File: src/rtl/xadc_block_averager_if.sv
// Sample/average bus between the XADC wrapper side and the block averager.
interface xadc_block_averager_if #(
    parameter int LOG2_SAMPLES = 8
);
    logic                    enable;
    logic                    clear;
    logic                    raw_valid;
    logic [11:0]             raw_in;
    logic [15:0]             avg_out;
    logic                    avg_valid;
    logic [LOG2_SAMPLES-1:0] window_count;

    modport master (
        output enable, clear, raw_valid, raw_in,
        input  avg_out, avg_valid, window_count
    );

    modport slave (
        input  enable, clear, raw_valid, raw_in,
        output avg_out, avg_valid, window_count
    );
endinterface

File: src/rtl/xadc_block_averager.sv
// Sums 2**LOG2_SAMPLES raw 12-bit conversions and publishes the mean in 12.4 format.
module xadc_block_averager #(
    parameter int LOG2_SAMPLES = 8
) (
    input  logic                  clk,
    input  logic                  reset_n,
    xadc_block_averager_if.slave  bus
);
    localparam int AW = 12 + LOG2_SAMPLES;

    typedef enum logic {IDLE, ACCUM} state_t;

    state_t                  state_q, state_d;
    logic [AW-1:0]           acc_q, acc_d, acc_sum;
    logic [LOG2_SAMPLES-1:0] cnt_q, cnt_d;
    logic [15:0]             avg_q, avg_d;
    logic                    vld_q, vld_d;

    always_ff @(posedge clk or negedge reset_n) begin
        if (!reset_n) begin
            state_q <= IDLE;
            acc_q   <= '0;
            cnt_q   <= '0;
            avg_q   <= '0;
            vld_q   <= 1'b0;
        end else begin
            state_q <= state_d;
            acc_q   <= acc_d;
            cnt_q   <= cnt_d;
            avg_q   <= avg_d;
            vld_q   <= vld_d;
        end
    end

    always_comb begin
        acc_sum = acc_q + AW'(bus.raw_in);
        state_d = state_q;
        acc_d   = acc_q;
        cnt_d   = cnt_q;
        avg_d   = avg_q;
        vld_d   = 1'b0;
        case (state_q)
            IDLE: begin
                acc_d = '0;
                cnt_d = '0;
                if (bus.enable) state_d = ACCUM;
            end
            ACCUM: begin
                if (!bus.enable) begin
                    state_d = IDLE;
                    acc_d   = '0;
                    cnt_d   = '0;
                end else if (bus.clear) begin
                    acc_d = '0;
                    cnt_d = '0;
                end else if (bus.raw_valid) begin
                    if (&cnt_q) begin
                        // Top 16 bits of the full sum == sum >> (LOG2_SAMPLES-4)
                        avg_d = acc_sum[AW-1 -: 16];
                        vld_d = 1'b1;
                        acc_d = '0;
                        cnt_d = '0;
                    end else begin
                        acc_d = acc_sum;
                        cnt_d = cnt_q + 1'b1;
                    end
                end
            end
            default: state_d = IDLE;
        endcase
    end

    assign bus.avg_out      = avg_q;
    assign bus.avg_valid    = vld_q;
    assign bus.window_count = cnt_q;
endmodule

File: src/flat_wrapper.sv
// flat-port wrapper written by rule: the top's interface ports become plain ports
module xadc_block_averager_flat 
#(
    parameter int LOG2_SAMPLES = 8
)
  (clk, reset_n, bus_enable, bus_clear, bus_raw_valid, bus_raw_in, bus_avg_out, bus_avg_valid, bus_window_count);
  xadc_block_averager_if #(.LOG2_SAMPLES(LOG2_SAMPLES)) bus_i ();
  input  logic clk;
  input  logic reset_n;
  input wire logic [$bits(bus_i.enable)-1:0] bus_enable;
  input wire logic [$bits(bus_i.clear)-1:0] bus_clear;
  input wire logic [$bits(bus_i.raw_valid)-1:0] bus_raw_valid;
  input wire logic [$bits(bus_i.raw_in)-1:0] bus_raw_in;
  output wire logic [$bits(bus_i.avg_out)-1:0] bus_avg_out;
  output wire logic [$bits(bus_i.avg_valid)-1:0] bus_avg_valid;
  output wire logic [$bits(bus_i.window_count)-1:0] bus_window_count;
  assign bus_i.enable = bus_enable;
  assign bus_i.clear = bus_clear;
  assign bus_i.raw_valid = bus_raw_valid;
  assign bus_i.raw_in = bus_raw_in;
  assign bus_avg_out = bus_i.avg_out;
  assign bus_avg_valid = bus_i.avg_valid;
  assign bus_window_count = bus_i.window_count;
  xadc_block_averager #(.LOG2_SAMPLES(LOG2_SAMPLES)) u_core (.clk(clk), .reset_n(reset_n), .bus(bus_i));
endmodule
File: config.mk
export PLATFORM = sky130hd
export DESIGN_NAME = xadc_block_averager_flat
export DESIGN_NICKNAME = d
export VERILOG_FILES = /design/src/rtl/xadc_block_averager_if.sv /design/src/rtl/xadc_block_averager.sv /design/src/flat_wrapper.sv
export SDC_FILE = /design/constraint.sdc
export NUM_CORES = 1
export LEC_CHECK = 0
export CELL_PAD_IN_SITES_DETAIL_PLACEMENT = 1
export CELL_PAD_IN_SITES_GLOBAL_PLACEMENT = 1
export CORE_MARGIN = 4
export CORE_UTILIZATION = 35
export DETAILED_ROUTE_END_ITERATION = 10
export PLACE_DENSITY = 0.75
export SKIP_CTS_REPAIR_TIMING = 1
export SLEW_MARGIN = 20
export SYNTH_ARGS = -nofsm -noshare
export SYNTH_HDL_FRONTEND = slang
export SYNTH_SLANG_ARGS = --single-unit
File: constraint.sdc
create_clock -name clk -period 3.8 [get_ports clk]
set_input_delay 0.76 -clock clk [delete_from_list [all_inputs] [get_ports clk]]
set_output_delay 0.76 -clock clk [all_outputs]
set_load 0.01 [all_outputs]
# Word level (Yosys, flattened, before mapping)
# Index checks and enable logic that the tools add are counted.
# Widths: inputs -> output; s select.
[classes]
eq_ne = 1
bitwise = 2
n_addsub = 2
n_reduce_logical = 2
mux = 16
[op_table]
columns = ["operator", "n"]
rows = [
  ["$mux 20", 4],
  ["$pmux 20 s2", 1],
  ["$mux 8", 4],
  ["$add 20x12->20", 1],
  ["$pmux 8 s2", 1],
  ["$reduce_and 12->1", 1],
  ["$add 8x1->8 const B", 1],
  ["$reduce_and 8->1", 1],
  ["$mux 1", 6],
  ["$ne 4x4->1 const B", 1],
  ["$not 1->1", 2],
]
[totals]
ff_bits = 46
out_inout_bits = 25

# Depth between registers and ports, before layout
[depth]
ltp_word = 6
depth_mapped = 9
depth_no_buf = 9

# Worst setup path after synthesis
# No wires, ideal clock.
[synth_path]
kind = "input to register"
startpoint = "input bus_raw_in[0]"
endpoint = "register u_core.avg_q[12] (netlist: u_core.bus.avg_out[12])"
path_slack_ns = 1.293
required_ns = 3.669
arrival_ns = 2.376
setup_ns = 0.131
n_path_buf = 0
cell_stages = 9
cell_sequence = "ha_1 inv_1 fa_1 nand4b_1 a31oi_2 o2111ai_2 a31oi_1 xnor2_1 o21ai_1"
[synth_via]
elab_chain_len = 1
[synth_lines]
columns = ["element", "line_no", "rtl"]
rows = [
  ["start, declared", "flat_wrapper.sv:13", "input wire logic [$bits(bus_i.raw_in)-1:0] bus_raw_in;"],
  ["$add 20x12->20", "xadc_block_averager.sv:36", "acc_sum = acc_q + AW'(bus.raw_in);"],
  ["end signal, assigned", "xadc_block_averager.sv:30", "avg_q <= avg_d;"],
  ["end, declared", "xadc_block_averager.sv:16", "logic [15:0] avg_q, avg_d;"],
]
# No other way between the ends.
# A chain may end at the register's enable or synchronous reset.

# Final worst setup path
[layout_path]
startpoint = "input bus_raw_in[0]"
endpoint = "register u_core.avg_q[14] (netlist: u_core.bus.avg_out[14])"
# The elaborated chain is that of the path after synthesis.

==> impl_metrics.csv <==
group,metric,value,unit
status,outcome,"complete, no violations",
floorplanning,core.rowCount,30,
layout,final_common_cell,"dfrtp_1",
floorplanning,die_area,8780,um2
setup_path,crit_path_end_kind,"flip-flop",
yosys,ys_ff_latch,46,
clocking,cts_buffers,5,
sta,fin_skew,0.00528,ns
sta,finalSetupTns,0,ns
sta,fin_hold_ws,0.461,ns
layout,num-nets-final,336,
sta,fin_crit,2.93,ns
setup_path,timing.rr.start,"u_core.acc_q[0]$_DFFE_PN0P_",
grt,grt_overflow,0,
yosys,synth_edf_count,0,
layout,finalInstanceArea,3190,um2
sta,hold_viol,0,
setup_path,reg2regPathDepth,9,
routing,drc,0,
floorplanning,die_width,93.7,um
floorplanning,die_y,93.7,um
yosys,synth_nets,291,
clocking,clock_sink_count,46,
floorplanning,io_pins,42,
routing,num_vias,2122,
placed_design,dp_slack,0.560,ns
setup_path,critPathRequiredTime,4.00,ns
yosys,syn_area_per_cell,9.89,um2
pwr,total_power,912,uW
clocking,cts_htree_levels,2,
sta,drv_slew,0,
clocking,clockBufferDepth,2,
yosys,ys.flop_type,"dfrtp_1",
yosys,ys_seq_area_share,44.8,%
pwr,ir_worst_vdd,0.126,mV
clocking,root_buffer,"clkbuf_8",
job,cap_violations,0,
placed_design,place_area,3100,um2
sta,setup_viol,0,
sta,fmax,341,MHz
placed_design,routabilityCongestion,0.790,
yosys,synth_cell_types,41,
floorplanning,core_area,6980,um2
clocking,clk_pin_slew,0.08,ns
routing,viasPerCell,5.28,
pwr,power_density,286,nW/um2
placed_design,io_buffers,41,
setup_path,start_kind,"primary input",
setup_path,crit_type,"primary input to flip-flop",
setup_path,critPathMaxFanout,4,
grt,grt_usage,15.5,%
routing,wirelength,6330,um
layout,drive_above_1_share,9.15,%
layout,diodes,0,
grt,grt_antenna_before_repair,0,
sta,slew_headroom,60.2,%
grt,grt_max_degree,47,
layout,syn2layout_area_growth,24.1,%
yosys,yosysWarnings,0,
routing,drtAntennaViolNets,0,
clocking,cts_tree,"yes",
grt,grt_pass1_wl,11000,um
grt,grt_pass1_vias,2269,
sta,period_share,77.2,%
sta,worstMarginPinSlew,0.598,ns
setup_path,ff2ff_setup_slack,1.43,ns
yosys,syn_inst,260,
floorplanning,start_util,36.8,%
setup_path,worst_ep_arrival_time,3.13,ns
yosys,netlist_area,2570,um2
sta,worst_slack,0.867,ns
setup_path,regToRegEndpoint,"u_core.bus.avg_out[14]$_DFFE_PN0P_",
routing,dr.pass1.iters,4,
sta,rsz0062_at_grt,"false",
min_path,hold_class,"primary input to asynchronous set/reset pin",
routing,drt_iter0_markers,118,
clocking,clk-insertion-delay-late,0.30,ns
pwr,p_leak,0.00139,uW
yosys,synthArstFlopShare,100,%
placed_design,dp_hpwl,4570,um
routing,wl_per_cell,15.8,um
layout,most-common-layout-cells,"46 x dfrtp_1, 40 x clkdlybuf4s50_1, 28 x nand2_1",
[synth_stat cells, types with 2 or more instances]
cell type,n,share of area (%)
dfrtp_1,46,45
nand2_1,28,4.1
o21ai_0,22,4.3
nor2_1,18,2.6
xnor2_1,14,4.8
ha_1,13,6.3
a21oi_1,12,2.3
inv_1,12,1.8
a22o_1,9,3.1
mux2_2,8,3.5
xor2_1,7,2.4
a31oi_1,6,1.5
nand3_1,6,1.2
nand4_1,5,1.2
nor3_1,5,0.97
o211ai_1,5,1.5
and3_1,4,0.97
clkbuf_1,4,0.58
a21o_1,3,0.88
a22oi_1,3,0.88
buf_2,3,0.58
nand3b_1,3,0.88
o21ai_1,3,0.58
nand2b_1,2,0.49
o21bai_1,2,0.58
or3_1,2,0.49
[worst max-delay path: stages]
cell and delay (ns):
clkdlybuf4s50_1 0.47, ha_1 0.17, inv_1 0.06, fa_1 0.42, nand4b_1 0.23, a31oi_2 0.26, o2111ai_2 0.22, a31oi_1 0.31
xnor2_1 0.16, o21ai_1 0.07
[power by group]
group / switching, uW / internal (uW) / leakage, uW
sequential: 4.17 / 494 / 0.000639
clock: 172 / 147 / 0.0000482
combinational: 54.1 / 40.6 / 0.000703
[layout make-up]
type,count,area [um2]
clock buffers,7,86.3
well taps,96,120
clock inverters,1,5.00
repair buffers,45,438
fillers,830,3790
multi-input cells,195,1350
flip-flops and latches,46,1150
inverters,12,45.0
[layer usage]
metal / vias to the layer above / wire [um] / track usage [%] / share of wire [%]
met5: - / 0 / 0 / 0
met4: 0 / 72 / 4.33 / 1.1
met3: 7 / 213 / 2.32 / 3.4
met2: 37 / 3070 / 26.8 / 49
met1: 1055 / 2970 / 20.2 / 47
li1: 1023 / - / - / -
[stage by stage]
| step | utilization (%) | instances |
|---|---|---|
| after global placement | 44.4 | 394 |
| final | 45.7 | 402 |
| after global routing | 45.7 | 402 |
| after detailed placement | 44.4 | 394 |
| after floorplan | - | 260 |
| after CTS | 45.7 | 402 |
[logic make-up (layout without fill, tap and decap cells)]
kind of cell,after synthesis,after routing,share of synthesized area (%)
and+or+nand+nor,77,77,14.4
AOI/OAI and AO/OA,74,74,19.8
DFF,46,46,44.8
xor gates and xnor gates,21,21,7.15
buffers and inverters,19,65,2.92
adders and majority gates,14,14,7.10
muxes,9,9,3.89
[worst max-delay path by stage]
stage / from / endpoint / slack (ns) / cells after the start
floorplan: bus_raw_in[0] / u_core.bus.avg_out[12]$_DFFE_PN0P_ / 1.29 / 9
global placement: bus_raw_in[0] / u_core.bus.avg_out[12]$_DFFE_PN0P_ / 0.69 / 10
finish: bus_raw_in[0] / u_core.bus.avg_out[14]$_DFFE_PN0P_ / 0.87 / 10
global route: bus_raw_in[0] / u_core.bus.avg_out[14]$_DFFE_PN0P_ / 0.70 / 10
CTS: bus_raw_in[0] / u_core.bus.avg_out[14]$_DFFE_PN0P_ / 0.84 / 10
detailed placement: bus_raw_in[0] / u_core.bus.avg_out[14]$_DFFE_PN0P_ / 0.56 / 10
[sequential cells by signal, summed over array words and instances (netlist names)]
signal and flops:
u_core.acc_q 20, u_core.bus.avg_out 16, u_core.state_q 1, u_core.bus.window_count 8, u_core.bus.avg_valid 1
Power figures use the tool's default switching activity.
